### config.mk
export PLATFORM = sky130hd
export DESIGN_NAME = axi_mst_engine
export DESIGN_NICKNAME = d
export VERILOG_FILES = /design/src/rtl/axi_mst_engine.sv
export SDC_FILE = /design/constraint.sdc
export NUM_CORES = 1
export LEC_CHECK = 0
export ABC_AREA = 1
export CAP_MARGIN = 20
export CORE_AREA = 2 2 122 124
export CTS_CLUSTER_DIAMETER = 30
export DETAILED_ROUTE_END_ITERATION = 7
export DIE_AREA = 0 0 124 126
export PLACE_DENSITY = 0.77
export SLEW_MARGIN = 25
export SYNTH_ARGS = -nofsm -noshare
export SYNTH_HDL_FRONTEND = slang
export SYNTH_SLANG_ARGS = --single-unit
### constraint.sdc
create_clock -name ACLK -period 3.2 [get_ports ACLK]
set_input_delay 0.64 -clock ACLK [delete_from_list [all_inputs] [get_ports ACLK]]
set_output_delay 0.64 -clock ACLK [all_outputs]
set_load 0.02 [all_outputs]
### src/rtl/axi_mst_engine.sv
// Single-outstanding AXI master: turns one read/write INCR command into AW/W/B or AR/R
// handshakes, streams beat data through, and reports one registered completion per command.
module axi_mst_engine #(
    parameter int ADDR_WIDTH = 32,
    parameter int DATA_WIDTH = 32,
    parameter int SIZE       = 3
) (
    input  logic                    ACLK,
    input  logic                    ARESET,
    // command interface
    input  logic                    cmd_valid,
    output logic                    cmd_ready,
    input  logic                    cmd_write,
    input  logic [ADDR_WIDTH-1:0]   cmd_addr,
    input  logic [SIZE:0]           cmd_id,
    input  logic [SIZE:0]           cmd_len,
    // write data stream
    input  logic                    wr_valid,
    output logic                    wr_ready,
    input  logic [DATA_WIDTH-1:0]   wr_data,
    input  logic [DATA_WIDTH/8-1:0] wr_strb,
    // read data stream
    output logic                    rd_valid,
    input  logic                    rd_ready,
    output logic [DATA_WIDTH-1:0]   rd_data,
    output logic                    rd_last,
    // completion
    output logic                    rsp_valid,
    output logic [SIZE-2:0]         rsp_resp,
    output logic [SIZE:0]           rsp_id,
    output logic                    rsp_err,
    // write address channel
    output logic [ADDR_WIDTH-1:0]   AW_ADDR,
    output logic [SIZE:0]           AW_ID,
    output logic [SIZE:0]           AW_LEN,
    output logic [SIZE-2:0]         AW_BURST,
    output logic [SIZE-1:0]         AW_SIZE,
    output logic                    AWVALID,
    input  logic                    AWREADY,
    // write data channel
    output logic [DATA_WIDTH-1:0]   W_DATA,
    output logic [DATA_WIDTH/8-1:0] W_STRB,
    output logic                    W_LAST,
    output logic [SIZE:0]           W_ID,
    output logic                    WVALID,
    input  logic                    WREADY,
    // write response channel
    input  logic [SIZE:0]           B_ID,
    input  logic [SIZE-2:0]         B_RESP,
    input  logic                    BVALID,
    output logic                    BREADY,
    // read address channel
    output logic [ADDR_WIDTH-1:0]   AR_ADDR,
    output logic [SIZE:0]           AR_ID,
    output logic [SIZE-2:0]         AR_BURST,
    output logic [SIZE:0]           AR_LEN,
    output logic [SIZE-1:0]         AR_SIZE,
    output logic                    AR_VALID,
    input  logic                    AR_READY,
    // read data channel
    input  logic [SIZE:0]           R_ID,
    input  logic [SIZE-2:0]         R_RESP,
    input  logic [DATA_WIDTH-1:0]   R_DATA,
    input  logic                    R_LAST,
    input  logic                    RVALID,
    output logic                    RREADY
);

    localparam int STRB_W = DATA_WIDTH / 8;
    localparam int LSB    = $clog2(STRB_W);
    localparam logic [ADDR_WIDTH-1:0] ADDR_MASK  = ~((ADDR_WIDTH)'(STRB_W - 1));
    localparam logic [SIZE-2:0]       BURST_INCR = (SIZE-1)'(1);
    localparam logic [SIZE-2:0]       RESP_SLV   = (SIZE-1)'(2);
    localparam logic [SIZE-1:0]       AXSIZE     = (SIZE)'(LSB);
    localparam logic [SIZE:0]         BEAT_ONE   = (SIZE+1)'(1);

    typedef enum logic [2:0] {
        IDLE    = 3'd0,
        WR_ADDR = 3'd1,
        WR_DATA = 3'd2,
        WR_RESP = 3'd3,
        RD_ADDR = 3'd4,
        RD_DATA = 3'd5,
        DONE    = 3'd6
    } state_t;

    state_t                  state_q, state_d;
    logic [ADDR_WIDTH-1:0]   addr_q, addr_d;
    logic [SIZE:0]           id_q, id_d;
    logic [SIZE:0]           len_q, len_d;
    logic [SIZE:0]           beat_q, beat_d;
    logic [SIZE-2:0]         resp_q, resp_d;
    logic                    err_q, err_d;
    logic                    rsp_valid_q;
    logic [SIZE-2:0]         rsp_resp_q;
    logic [SIZE:0]           rsp_id_q;
    logic                    rsp_err_q;

    logic [ADDR_WIDTH-1:0]   cmd_addr_s;
    logic [15:0]             burst_end_s;
    logic                    cross_4k_s;
    logic                    accept_s;
    logic                    aw_hs_s, w_hs_s, b_hs_s, ar_hs_s, r_hs_s;
    logic                    last_beat_s;

    assign cmd_addr_s  = cmd_addr & ADDR_MASK;
    // End offset of the burst within its 4KB page; anything past 4096 spills into the next page.
    assign burst_end_s = {4'b0000, cmd_addr_s[11:0]} + ((16'(cmd_len) + 16'd1) << LSB);
    assign cross_4k_s  = (burst_end_s > 16'd4096);

    assign accept_s    = cmd_valid & cmd_ready;
    assign aw_hs_s     = (state_q == WR_ADDR) & AWREADY;
    assign w_hs_s      = (state_q == WR_DATA) & wr_valid & WREADY;
    assign b_hs_s      = (state_q == WR_RESP) & BVALID;
    assign ar_hs_s     = (state_q == RD_ADDR) & AR_READY;
    assign r_hs_s      = (state_q == RD_DATA) & RVALID & rd_ready;
    assign last_beat_s = (beat_q == len_q);

    // Next-state, beat counter and response accumulation
    always_comb begin
        state_d = state_q;
        addr_d  = addr_q;
        id_d    = id_q;
        len_d   = len_q;
        beat_d  = beat_q;
        resp_d  = resp_q;
        err_d   = err_q;
        case (state_q)
            IDLE: begin
                if (accept_s) begin
                    addr_d = cmd_addr_s;
                    id_d   = cmd_id;
                    len_d  = cmd_len;
                    beat_d = '0;
                    if (cross_4k_s) begin
                        resp_d  = RESP_SLV;
                        err_d   = 1'b1;
                        state_d = DONE;
                    end else begin
                        resp_d  = '0;
                        err_d   = 1'b0;
                        state_d = cmd_write ? WR_ADDR : RD_ADDR;
                    end
                end else begin
                    state_d = IDLE;
                end
            end
            WR_ADDR: begin
                if (aw_hs_s) begin
                    beat_d  = '0;
                    state_d = WR_DATA;
                end else begin
                    state_d = WR_ADDR;
                end
            end
            WR_DATA: begin
                if (w_hs_s) begin
                    if (last_beat_s) begin
                        state_d = WR_RESP;
                    end else begin
                        beat_d = beat_q + BEAT_ONE;
                    end
                end else begin
                    state_d = WR_DATA;
                end
            end
            WR_RESP: begin
                if (b_hs_s) begin
                    resp_d  = B_RESP;
                    err_d   = (B_ID != id_q);
                    state_d = DONE;
                end else begin
                    state_d = WR_RESP;
                end
            end
            RD_ADDR: begin
                if (ar_hs_s) begin
                    beat_d  = '0;
                    state_d = RD_DATA;
                end else begin
                    state_d = RD_ADDR;
                end
            end
            RD_DATA: begin
                if (r_hs_s) begin
                    if (R_RESP > resp_q) begin
                        resp_d = R_RESP;
                    end else begin
                        resp_d = resp_q;
                    end
                    // Sticky: wrong ID, or R_LAST disagreeing with our own beat count.
                    err_d = err_q | (R_ID != id_q) | (R_LAST != last_beat_s);
                    if (last_beat_s) begin
                        state_d = DONE;
                    end else begin
                        beat_d = beat_q + BEAT_ONE;
                    end
                end else begin
                    state_d = RD_DATA;
                end
            end
            DONE: begin
                state_d = IDLE;
            end
            default: begin
                state_d = IDLE;
            end
        endcase
    end

    // State, captured command fields and registered completion outputs
    always_ff @(posedge ACLK) begin
        if (ARESET) begin
            state_q     <= IDLE;
            addr_q      <= '0;
            id_q        <= '0;
            len_q       <= '0;
            beat_q      <= '0;
            resp_q      <= '0;
            err_q       <= 1'b0;
            rsp_valid_q <= 1'b0;
            rsp_resp_q  <= '0;
            rsp_id_q    <= '0;
            rsp_err_q   <= 1'b0;
        end else begin
            state_q     <= state_d;
            addr_q      <= addr_d;
            id_q        <= id_d;
            len_q       <= len_d;
            beat_q      <= beat_d;
            resp_q      <= resp_d;
            err_q       <= err_d;
            rsp_valid_q <= (state_d == DONE);
            if (state_d == DONE) begin
                rsp_resp_q <= resp_d;
                rsp_id_q   <= id_d;
                rsp_err_q  <= err_d;
            end
        end
    end

    assign cmd_ready = (state_q == IDLE) & ~ARESET;

    assign AWVALID   = (state_q == WR_ADDR);
    assign AW_ADDR   = addr_q;
    assign AW_ID     = id_q;
    assign AW_LEN    = len_q;
    assign AW_BURST  = BURST_INCR;
    assign AW_SIZE   = AXSIZE;

    // Write beats are pure pass-through, gated so nothing leaks out before the AW handshake.
    assign WVALID    = (state_q == WR_DATA) & wr_valid;
    assign wr_ready  = (state_q == WR_DATA) & WREADY;
    assign W_DATA    = (state_q == WR_DATA) ? wr_data : '0;
    assign W_STRB    = (state_q == WR_DATA) ? wr_strb : '0;
    assign W_LAST    = (state_q == WR_DATA) & last_beat_s;
    assign W_ID      = id_q;

    assign BREADY    = (state_q == WR_RESP);

    assign AR_VALID  = (state_q == RD_ADDR);
    assign AR_ADDR   = addr_q;
    assign AR_ID     = id_q;
    assign AR_LEN    = len_q;
    assign AR_BURST  = BURST_INCR;
    assign AR_SIZE   = AXSIZE;

    assign RREADY    = (state_q == RD_DATA) & rd_ready;
    assign rd_valid  = (state_q == RD_DATA) & RVALID;
    assign rd_data   = (state_q == RD_DATA) ? R_DATA : '0;
    assign rd_last   = (state_q == RD_DATA) & R_LAST;

    assign rsp_valid = rsp_valid_q;
    assign rsp_resp  = rsp_resp_q;
    assign rsp_id    = rsp_id_q;
    assign rsp_err   = rsp_err_q;

endmodule
## Word level (Yosys, flattened, before mapping)

Cells that the tools add are included.

| cells by class | value |
|---|---|
| magnitude comparators | 2 |
| mux-type cells | 34 |
| equality and inequality tests | 15 |
| reduce and logical (&&, ||, !) cells | 4 |
| bitwise logic cells | 16 |
| $add $sub $neg | 3 |

Operators with widths:

| cell | count |
|---|---|
| 2-to-1 mux 32 bit | 2 |
| 2-to-1 mux 4 bit | 9 |
| 2-to-1 mux 3 bit | 8 |
| one-hot mux 4 bit (5 select lines) | 1 |
| one-hot mux 3 bit (6 select lines) | 1 |
| adder 12 x 7 -> 13 bit | 1 |
| bitwise AND 1 bit | 13 |
| > comparator 13 bit, second input constant | 1 |
| 2-to-1 mux 2 bit | 6 |
| == test 3 bit, second input constant | 3 |
| != test 4 bit | 2 |
| == test 3 x 2 -> 1 bit, second input constant | 2 |
| != test 2 bit, second input constant | 3 |
| one-hot mux 2 bit (3 select lines) | 1 |
| AND reduction 6 bit | 1 |
| adder 4 x 1 -> 5 bit, second input constant | 1 |
| 2-to-1 mux 1 bit | 5 |
| nonzero test 5 bit | 1 |
| adder 4 x 1 -> 4 bit, second input constant | 1 |
| == test 4 bit | 1 |
| != test 2 x 1 -> 1 bit, second input constant | 2 |
| == test 3 x 1 -> 1 bit, second input constant | 1 |
| zero test 3 bit | 1 |
| one-hot mux 1 bit (3 select lines) | 1 |
| 5 further kinds | 6 |

| storage, ports and cells | value |
|---|---|
| word-level logic and storage cells | 85 |
| register bits after elaboration | 56 |

## Depth between registers and ports, before layout

| depth | value |
|---|---|
| word-level depth | 7 |
| gate-level depth with buffers | 20 |

## Worst setup path before layout

Ideal clock, no wire load.

| timing path | value |
|---|---|
| path type | input to register |
| start point | input port cmd_len[0] |
| end point | register rsp_err_q, in the netlist rsp_err |
| path slack | 0.479 ns |
| arrival | 2.606 ns |
| data required time | 3.085 ns |
| setup time | 0.115 ns |
| stages | 14 |
| buffers on the path | 1 |
| path through | ha_1 > fa_1 > or2_1 > nor2_1 > nand3_1 > nor2_1 > nand3_1 > o21bai_2 > nand2_1 > nand2_2 > nand2_4 > buf_6 > a21oi_1 > nor2_1 |

| between the ends | value |
|---|---|
| cells in the longest elaborated chain, start to end | 7 |
| elaborated cells between the ends (all ways) | 10 |

RTL lines:

| item | RTL line | RTL |
|---|---|---|
| from (decl) | 16 | `input logic [SIZE:0] cmd_len,` |
| adder 4 x 1 -> 5 bit (*) | 108 | `assign burst_end_s = {4'b0000, cmd_addr_s[11:0]} + ((16'(cmd_len) + 16'd1) << LSB);` |
| adder 12 x 7 -> 13 bit (*) | 108 |  |
| > comparator 13 bit (*) | 109 | `assign cross_4k_s = (burst_end_s > 16'd4096);` |
| 2-to-1 mux 3 bit | 135 | `if (cross_4k_s) begin` |
| 2-to-1 mux 3 bit | 130 | `if (accept_s) begin` |
| one-hot mux 3 bit (6 select lines) | 128 | `case (state_q)` |
| == test 3 bit | 234 | `if (state_d == DONE) begin` |
| to (signal assigned) | 237 | `rsp_err_q <= err_d;` |
| to (decl) | 97 | `logic rsp_err_q;` |

Mark *: on every way between the ends. The rest lies on a longest branch, timed or not.
A chain may end at the register's enable or synchronous reset.

## Worst setup path in the final report

| timing path | value |
|---|---|
| start point | register state_q[0] |
| end point | output port rd_data[2] |

| between the ends | value |
|---|---|
| cells in the longest elaborated chain, start to end | 2 |

RTL lines:

| item | RTL line | RTL |
|---|---|---|
| from (decl) | 87 | `state_t state_q, state_d;` |
| from (signal assigned) | 226 | `state_q <= state_d;` |
| == test 3 bit | 270 | `assign rd_data = (state_q == RD_DATA) ? R_DATA : '0;` |
| 2-to-1 mux 32 bit | 270 |  |
| to (decl) | 25 | `output logic [DATA_WIDTH-1:0] rd_data,` |

Every way passes these cells.

==> results by group <==
Setup path
  – Worst-path fanout max: 18
  – Crit path launch: state_q[0]$_SDFF_PP0_
  – Worst path arrival time: ~2300 ps
  – CP max stage cell: clkdlybuf4s50_1
  – CP endpoint kind: primary output
  – Worst path max stage delay: about 640 ps
  – CP cell instances: inv_2, nor2_1, nand2_1, buf_4, nor2_1, clkdlybuf4s50_1
  – Critical Path RT: 2560 ps
  – Crit path buf inv count: 3
  – Crit start category: flop
  – Top Family by Delay on Critical Path: buffers and inverters
  – Most frequent CP cell: nor2_1
  – Setup CP Type: reg2out
  – Reg-to-Reg Start: state_q[1]$_SDFF_PP0_

Floorplanning
  – Die area: 15620 µm²
  – Row cnt: 44
  – # IOs: ~310
  – Core ar.: 14310 µm²
  – Chip height: roughly 130 µm
  – Die width: between 100 and 150 µm
  – Initial Utilization: 0.2887

Min path
  – Hold path start: AR_ADDR[18]$_SDFFE_PP0P_
  – Hold crit path type: reg2reg

Synth
  – Syn. warnings: 0
  – Compound-Gate Fraction of Synth Area: 0.05328
  – Largest family of logic cells by synthesized area: simple AND/OR/NAND/NOR gates
  – Synthesized area per cell: slightly above 6 µm²
  – Post-synth ARST share: 0
  – Simple-gate share of the synthesized area: 0.3651
  – Mapped Area: 4133 µm²
  – Adder-Cell Fraction of Synth Area: 0.03815
  – Synth Area in XOR/XNOR: 0.02755
  – Flops & latches, synth: 56
  – EDFF count, synth: 0
  – Dominant synthesized flop cell: dfxtp_1
  – Post-synthesis sequential area ratio: 0.2713
  – Netlist cell types: between 40 and 50
  – Mux cell area share after synthesis: 0.007266
  – Cells after Synth: between 600 and 700

Clock network
  – Clock root buffer: clkbuf_16
  – H-tree depth: 2
  – Sink Count: 56
  – CTS Buffer Depth: 2
  – Total CTS buffers: 5
  – Clock Latency Late Sink: around 290 ps
  – Clock Pin Slew Worst Setup and Hold Paths: ~80 ps
  – CTS tree: built
  – Hold Buf Count CTS: 0

Timing
  – Slew HR: 0.5126
  – Clock period minus worst slack: between 2000 and 3000 ps
  – Setup TNS: 0 ps
  – Final-report setup violation count: 0
  – Final cycle utilization of the critical path: 0.9308
  – Final clock skew: ~6.6 ps
  – RSZ-0062 raised after global routing: false
  – F_max: about 340 MHz
  – Max Slew Vio Count: 0
  – Endpoints failing hold: 0
  – Tightest Pin Transition: roughly 730 ps

GRT
  – GR Overflow Total: 0
  – First-pass GRT wire length: between 20000 and 25000 µm
  – Antenna violations before repair: 0
  – Largest net degree at the start of global routing: 46
  – GRT Resource Usage Total: 0.1783
  – Number of global-route vias before repair: approximately 4400

Routing
  – ANT nets after route: 0
  – Post-DR vias/cell: between 4 and 5
  – TritonRoute pass-1 iters: 4
  – DRC: 0
  – Total wire length: 15170 µm
  – Total number of vias: 4733
  – Initial DRC count: about 190
  – WL/cell: 13.68 µm

Power
  – Maximum VDD drop: 0.2015 mV
  – Leak: roughly 3.4 nW
  – Pwr dens: approximately 320 nW/µm²

Cells and area
  – Area Overhead vs Synth: 74.57%
  – N_diodes: 0
  – Filler cells: around 1400
  – Finished Cell Area: slightly above 7000 µm²
  – Core Util, Final: 0.5040
  – Final #Nets: ~1100
  – Layout cells sized above 1: 0.07676

Placed design
  – Routability Congestion: between 0.8 and 0.9
  – Detailed Place HPWL: about 12000 µm
  – Port Buf Inserts: ~300
  – DP Area: 6933 µm²

Run status
  – Status: complete, no violations

Job
  – Max-cap violations: 0
-- per-layer routing --
| layer | global-route usage | vias to the layer above | share of wire | wire [µm] |
|---|---|---|---|---|
| met3 | 0.05842 | 10 | 0.11 | 1711 |
| li1 | - | 2461 | - | - |
| met5 | 0 | - | 0 | 0 |
| met2 | 0.3206 | 194 | 0.49 | 7366 |
| met4 | 0.03767 | 0 | 0.011 | 174 |
| met1 | 0.2036 | 2068 | 0.39 | 5918 |
-- layout by cell type, fill, tap and decap left out, types with 2 or more instances in the layout --
master / instances
a21oi_2: 5
xor2_1: 8
o21ai_1: 2
o21ai_0: 12
clkbuf_16: 5
clkdlybuf4s50_1: 293
nor2_1: 110
nand3_1: 61
nand2_8: 2
ha_1: 8
nand4_1: 3
buf_4: 14
nand2_4: 3
ha_2: 2
inv_6: 2
nand2_2: 7
nand3_2: 3
dlymetal6s2s_1: 2
nor3_1: 8
xnor2_1: 4
inv_2: 6
dfxtp_1: 56
mux2i_1: 3
a21oi_1: 12
nor2_2: 10
inv_1: 108
nand2_1: 138
or2_2: 2
conb_1: 14
clkinv_1: 3
-- synth_stat cells, types with 2 or more instances --
library cell  number  share of area
nand2_2            5         0.0076
nand2_1          142           0.13
conb_1             2         0.0018
xnor2_1            4         0.0085
ha_1              11          0.033
nor2_1           112           0.10
buf_4             56           0.10
inv_2              6         0.0054
buf_1              4         0.0036
a21oi_1           15          0.018
clkinv_1           3         0.0027
inv_1            108          0.098
dfxtp_1           56           0.27
nand4_1            3         0.0045
nand2_4            2         0.0054
clkbuf_1          14          0.013
mux2i_1            3         0.0073
nand3_2            2         0.0048
buf_6              2         0.0054
o21ai_0           12          0.015
o21ai_1            2         0.0024
or2_2              2         0.0030
nor2_2             8          0.012
xor2_1             9          0.019
nor3_1             8         0.0097
buf_2              3         0.0036
a21oi_2            2         0.0042
nand3_1           63          0.076
-- worst paths after layout --
kind | to | slack, ps | cells past startpoint
min reg2reg | AR_ADDR[18]$_SDFFE_PP0P_ | 480 | 2
min | AR_ADDR[18]$_SDFFE_PP0P_ | 480 | 2
max | rd_data[2] | 220 | 6
max reg2reg | rsp_id[2]$_SDFFE_PP0N_ | 610 | 11
-- timing repair --
action	CTS	global route
gates resized for setup	0	23
setup buffers	0	2
setup endpoints to repair	0	8
-- kinds of logic after synthesis --
kind of cell,after synthesis
XOR/XNOR,13
adder cells (fa/ha/maj),12
buffers and inverters,197
AO/OA/AOI/OAI,38
flip-flops,56
AND/OR/NAND/NOR,352
other,2
multiplexers,3
-- power by group --
group | total [mW] | leakage (nW) | internal [mW] | switching (mW)
registers | 0.812 | 0.459 | 0.756 | 0.0567
logic | 0.942 | 2.87 | 0.458 | 0.485
clock network | 0.560 | 0.0708 | 0.296 | 0.263
-- final cells by class --
type	count	area, µm²	share of cell area
tap	184	230.2	0.03191
sequential	56	1121	0.1554
inverter	118	447.9	0.06209
clock buffer	5	125.1	0.01734
multi-input combinational	433	2191	0.3037
clock inverter	3	25.02	0.003469
timing repair buffer	310	3074	0.4261
-- per-stage QoR --
step / power [mW] / hold slack, ps / worst slack [ps] / instances
after floorplan: 1.360 / 503.4 / 479.3 / 685
after global placement: 1.743 / 468.5 / -125.9 / 1098
after detailed placement: 1.754 / 474.6 / -175.1 / 1098
after CTS: 2.326 / 484.3 / 137.9 / 1106
after global routing: 2.455 / 506.3 / 15.39 / 1109
final: 2.314 / 480.1 / 221.4 / 1109
-- worst register-to-register path, delay by kind of cell (launching register included) --
family	cells	cell delay [ps]
AO/OA/AOI/OAI	2	550
buffers and inverters	1	300
flip-flops	1	430
AND/OR/NAND/NOR	8	1250
-- registers in the layout, indices dropped and copies added, names as in the netlist --
| signal | flops |
|---|---|
| AR_ADDR | 30 |
| AR_ID | 4 |
| AR_LEN | 4 |
| beat_q | 4 |
| rsp_id | 4 |
| state_q | 3 |
| resp_q | 2 |
| rsp_resp | 2 |
| err_q | 1 |
| rsp_err | 1 |
| rsp_valid | 1 |
Note: power is estimated with default switching activity, not from simulation.
